## src/rtl/rgb_led_sequencer.sv

```systemverilog
// rgb_led_sequencer: four-step RGB LED colour sequencer.
// Each step shows colorN for durationN ticks of TICK_DIV clocks; zero-duration steps are skipped.
// Optional build macro SEQ_DONE_IRQ_EN adds a one-clock seq_done_o pulse on every sequence wrap.
module rgb_led_sequencer #(
  parameter int unsigned TICK_DIV = 12000
) (
  input  logic        WBs_CLK_i,
  input  logic        WBs_RSTn_i,
  input  logic [2:0]  color0,
  input  logic [2:0]  color1,
  input  logic [2:0]  color2,
  input  logic [2:0]  color3,
  input  logic [11:0] duration0,
  input  logic [11:0] duration1,
  input  logic [11:0] duration2,
  input  logic [11:0] duration3,
  output logic        redled,
  output logic        greenled,
  output logic        blueled,
  output logic [1:0]  step_o,
  output logic        running_o,
  output logic        seq_done_o
);

  localparam int unsigned PW = 16;
  localparam int unsigned DW = 12;
  localparam int unsigned SW = 2;
  localparam int unsigned NSTEP = 4;
  localparam logic [PW-1:0] PRESC_LAST = PW'(TICK_DIV - 1);

  typedef enum logic {IDLE, RUN} state_t;

  state_t        state;
  logic [PW-1:0] presc;
  logic [DW-1:0] remaining;

  logic [DW-1:0] dur [NSTEP];
  logic [2:0]    col [NSTEP];

  logic          any_nz;
  logic [SW-1:0] first_idx;
  logic          next_found;
  logic [SW-1:0] next_idx;
  logic          tick;

  assign dur[0] = duration0;
  assign dur[1] = duration1;
  assign dur[2] = duration2;
  assign dur[3] = duration3;
  assign col[0] = color0;
  assign col[1] = color1;
  assign col[2] = color2;
  assign col[3] = color3;

  assign running_o = (state == RUN);
  assign tick      = (presc == PRESC_LAST);

  // Step selection: lowest nonzero step for entry, first nonzero after the current one for step end
  always_comb begin
    any_nz     = 1'b0;
    first_idx  = '0;
    next_found = 1'b0;
    next_idx   = step_o;
    for (int i = NSTEP - 1; i >= 0; i--) begin
      if (dur[i] != '0) begin
        any_nz    = 1'b1;
        first_idx = SW'(i);
      end
    end
    // Searched backwards so the nearest candidate (step+1 first, step itself last) wins
    for (int k = NSTEP; k >= 1; k--) begin
      if (dur[SW'(step_o + SW'(k))] != '0) begin
        next_found = 1'b1;
        next_idx   = SW'(step_o + SW'(k));
      end
    end
  end

  // Sequencer state, prescaler, remaining-tick counter, step index and LED drives
  always_ff @(posedge WBs_CLK_i or negedge WBs_RSTn_i) begin
    if (!WBs_RSTn_i) begin
      state     <= IDLE;
      presc     <= '0;
      remaining <= '0;
      step_o    <= '0;
      redled    <= 1'b0;
      greenled  <= 1'b0;
      blueled   <= 1'b0;
    end else begin
      case (state)
        IDLE: begin
          if (any_nz) begin
            state     <= RUN;
            step_o    <= first_idx;
            remaining <= dur[first_idx];
            presc     <= '0;
          end
        end
        RUN: begin
          if (tick) begin
            presc <= '0;
            if (remaining == DW'(1)) begin
              if (next_found) begin
                step_o    <= next_idx;
                remaining <= dur[next_idx];
              end else begin
                state     <= IDLE;
                remaining <= '0;
              end
            end else begin
              remaining <= remaining - DW'(1);
            end
          end else begin
            presc <= presc + PW'(1);
          end
        end
        default: state <= IDLE;
      endcase
      // LEDs follow the active step's colour one clock later; dark outside RUN
      if (state == RUN) begin
        {blueled, greenled, redled} <= col[step_o];
      end else begin
        {blueled, greenled, redled} <= 3'b000;
      end
    end
  end

`ifdef SEQ_DONE_IRQ_EN
  // Wrap pulse: a step end that moves to an index not above the ending step
  always_ff @(posedge WBs_CLK_i or negedge WBs_RSTn_i) begin
    if (!WBs_RSTn_i) begin
      seq_done_o <= 1'b0;
    end else begin
      seq_done_o <= (state == RUN) && tick && (remaining == DW'(1)) &&
                    next_found && (next_idx <= step_o);
    end
  end
`else
  assign seq_done_o = 1'b0;
`endif

endmodule

```

## config.mk

```make
export PLATFORM = sky130hd
export DESIGN_NAME = rgb_led_sequencer
export DESIGN_NICKNAME = d
export VERILOG_FILES = /design/src/rtl/rgb_led_sequencer.sv
export SDC_FILE = /design/constraint.sdc
export NUM_CORES = 1
export LEC_CHECK = 0
export CORE_MARGIN = 5
export CORE_UTILIZATION = 35
export DETAILED_ROUTE_END_ITERATION = 10
export DONT_BUFFER_PORTS = 1
export PLACE_DENSITY_LB_ADDON = 0.05
export SLEW_MARGIN = 15
export SYNTH_ARGS = -nofsm -noshare
export SYNTH_HDL_FRONTEND = slang
export SYNTH_SLANG_ARGS = --single-unit
```

## constraint.sdc

```tcl
create_clock -name WBs_CLK_i -period 3.69 [get_ports WBs_CLK_i]
set_clock_uncertainty 0.05 [all_clocks]
set_input_delay 0.1845 -clock WBs_CLK_i [delete_from_list [all_inputs] [get_ports WBs_CLK_i]]
set_output_delay 0.1845 -clock WBs_CLK_i [all_outputs]
set_load 0.05 [all_outputs]
```

==> metrics <==
Final ANT Viol Nets=0; routed len/inst=around 23 um; # diodes=0; placed cell count=about 500; Clk pin slew, worst setup/hold paths=roughly 80 ps; Tmin final=slightly above 3000 ps; CP cell instances=nor4_1 -> a211oi_1 -> a21oi_1 -> buf_4 -> a211o_1 -> buf_4 -> nand3_1 -> a21oi_1 -> o41a_1; critical path class=reg2reg; top_reg_cell synth=dfrtp_1; Slew HR=53.9%; Worst-Margin Slew=685 ps; Via density=6.57; period utilisation layout=82.8%; Register Area=approximately 850 um2; Critical Path Fanout Max=18; worst hold path type=in2reg; max incr delay on CP=between 500 and 600 ps; fmax=about 0.33 GHz; final hold vios=0; Sink Count=34; GRT Total Usage=around 21%; top post-synthesis cells by area=dfrtp_1, o21ai_0, a21oi_1; hpwl dp=approximately 9.1 mm; net count after synthesis=about 470; first-pass iteration count of the detailed router=5; Setup Slack @ Placement=slightly below 500 ps; number of max-cap violations=0; status=finished, final reports clean; Netlist cell types=62; Yosys top cell area share=26.6%; root buffer cell=clkbuf_8; CTS tree=built; gp weighted congestion=just under 1; fraction of layout cells with a size suffix above 1=between 10% and 20%; Peak VDD IR=about 0.13 mV; Crit-path slowest cell=a211oi_1; commonest cells after routing, fill and taps aside=o21ai_0, nand3_1, nor2_1, a21oi_1, dfrtp_1; final design utilization=39.6%; EDFF count, synth=0; arrival time worst endpoint=3180 ps; # IOs=69; area delta synth->final=8.96%; vias in the first global route=~3,400; Mapped Cells=between 400 and 500; multi-input logic area=2210 um2; area leader, netlist=dfrtp_1; yosys warns=0; first-pass GRT wire length=18.4 mm; Final setup violation count=0; FF+latch count, synth=34; Critical Path RT=3820 ps; CTS Buffer Depth=2; Residual DRC=0; Die ar.=11,200 um2; Final Non-Filler Cells=517; grt ovf=0; largest net degree at the start of global routing=35; Vias=approximately 3,400; max-slew violations=0; H-tree depth=2; Die Span Y=approximately 110 um; synthesized cell area=between 3000 and 4000 um2; starting density of the core=36.3%; commonest non-fill, non-tap cell in the layout=o21ai_0; RSZ-0062 raised after global routing=no; Final #Nets=between 400 and 500; leakage=1.25 nW; Final WS setup=approximately 640 ps; hold_buf cts=2; worst skew pair latency=300 ps; total CTS buffers=5; Worst setup EP type=register; Port-buffer cells=0; wire length after detailed routing=~12 mm; post-CTS sizing=0; sequential area share after synthesis=26.6%; Post-synth ARST share=100%; CP Launch Type=register; num rows=34; initial antenna violation count=0; post-CTS setup buffer count=0; power per cell area=roughly 230 nW/um2; core area=8810 um2; Syn Area/Cell=between 7 and 8 um2; Starting DRT DRC Count=240; setup tns final=0 ps; Fill cells=roughly 900; die width=106 um
[path summary, 6_finish.rpt]
check / from / end / slack, ps / depth (start not counted)
setup / recovery: step_o[1]$_DFFE_PN0P_ / remaining[5]$_DFFE_PN0P_ / 640 / 9
hold / removal: duration0[10] / remaining[10]$_DFFE_PN0P_ / 110 / 3
setup reg to reg: step_o[1]$_DFFE_PN0P_ / remaining[5]$_DFFE_PN0P_ / 640 / 9
hold reg to reg: presc[15]$_DFFE_PN0P_ / presc[15]$_DFFE_PN0P_ / 460 / 1
max in group asynchronous: WBs_RSTn_i / remaining[3]$_DFFE_PN0P_ / 3110 / 2
min in group asynchronous: WBs_RSTn_i / presc[5]$_DFFE_PN0P_ / 290 / 2
[stage by stage]
step                hold slack, ps  total power, W  instance area [um2]
floorplan                     -161        0.000434                 3200
global placement              -160        0.000445                 3340
detailed placement            -160        0.000445                 3340
CTS                            100        0.000822                 3490
global route                   111        0.000841                 3490
finish                         106        0.000813                 3490
[state kept, by name (all words and copies together), names as in the netlist]
register / flops
running_o: 1
presc: 16
redled: 1
remaining: 12
step_o: 2
blueled: 1
greenled: 1
[critical path, delay by kind of cell, from the launching register on]
| kind | cells | cell delay (ps) |
|---|---|---|
| AO/OA/AOI/OAI | 5 | 1690 |
| flip-flops | 1 | 540 |
| buffers and inverters | 2 | 450 |
| AND/OR/NAND/NOR | 2 | 190 |
[Yosys cell counts (all sizes together) (4+ instances only)]
cell type and number:
o41a 4, nor4 10, and3 10, nand2 19, o21ai 62, xnor2 4, a211oi 15, nor2 34
buf 11, or4 9, a21o 7, mux4 4, a31oi 8, mux2i 6, a211o 7, dfrtp 34
nand3 34, a21oi 37, or3 5, nand4 6, inv 8, nor3 8, and2 7, clkbuf 13
[cell type report]
class | count | area share [%]
clock buffers | 5 | 1.97
repair buffers | 18 | 4.31
flip-flops and latches | 34 | 24.4
multi-input cells | 341 | 63.3
inverters | 8 | 0.861
clock inverters | 3 | 1.29
well taps | 108 | 3.88
[per-layer routing]
metal	vias up	track usage (%)	share of wire [%]
met1	1636	25.1	40
li1	1575	-	-
met5	-	0	0
met3	28	6.48	8.2
met2	158	34.6	48
met4	0	7.22	3.4
[cell families (layout without fill, tap and decap cells)]
| kind of cell | count (synthesis) | count (layout) | synth area share, % |
|---|---|---|---|
| compound gates | 162 | 162 | 33.2 |
| simple gates | 157 | 157 | 27.1 |
| flops | 34 | 34 | 26.6 |
| buf+inv | 32 | 34 | 4.61 |
| mux | 11 | 11 | 5.05 |
| xor+xnor | 7 | 7 | 2.15 |
| fa+ha+maj | 3 | 3 | 1.17 |
| other cells | 1 | 1 | 0.117 |
[power breakdown]
part	leakage (nW)	switching, W	internal, W	total (W)
Clock	0.0504	0.000164	0.000201	0.000365
Combinational	0.811	0.0000346	0.0000254	0.0000600
Sequential	0.392	0.0000114	0.000377	0.000389
Total	1.25	0.000210	0.000604	0.000813
Power figures use the tool's default switching activity.
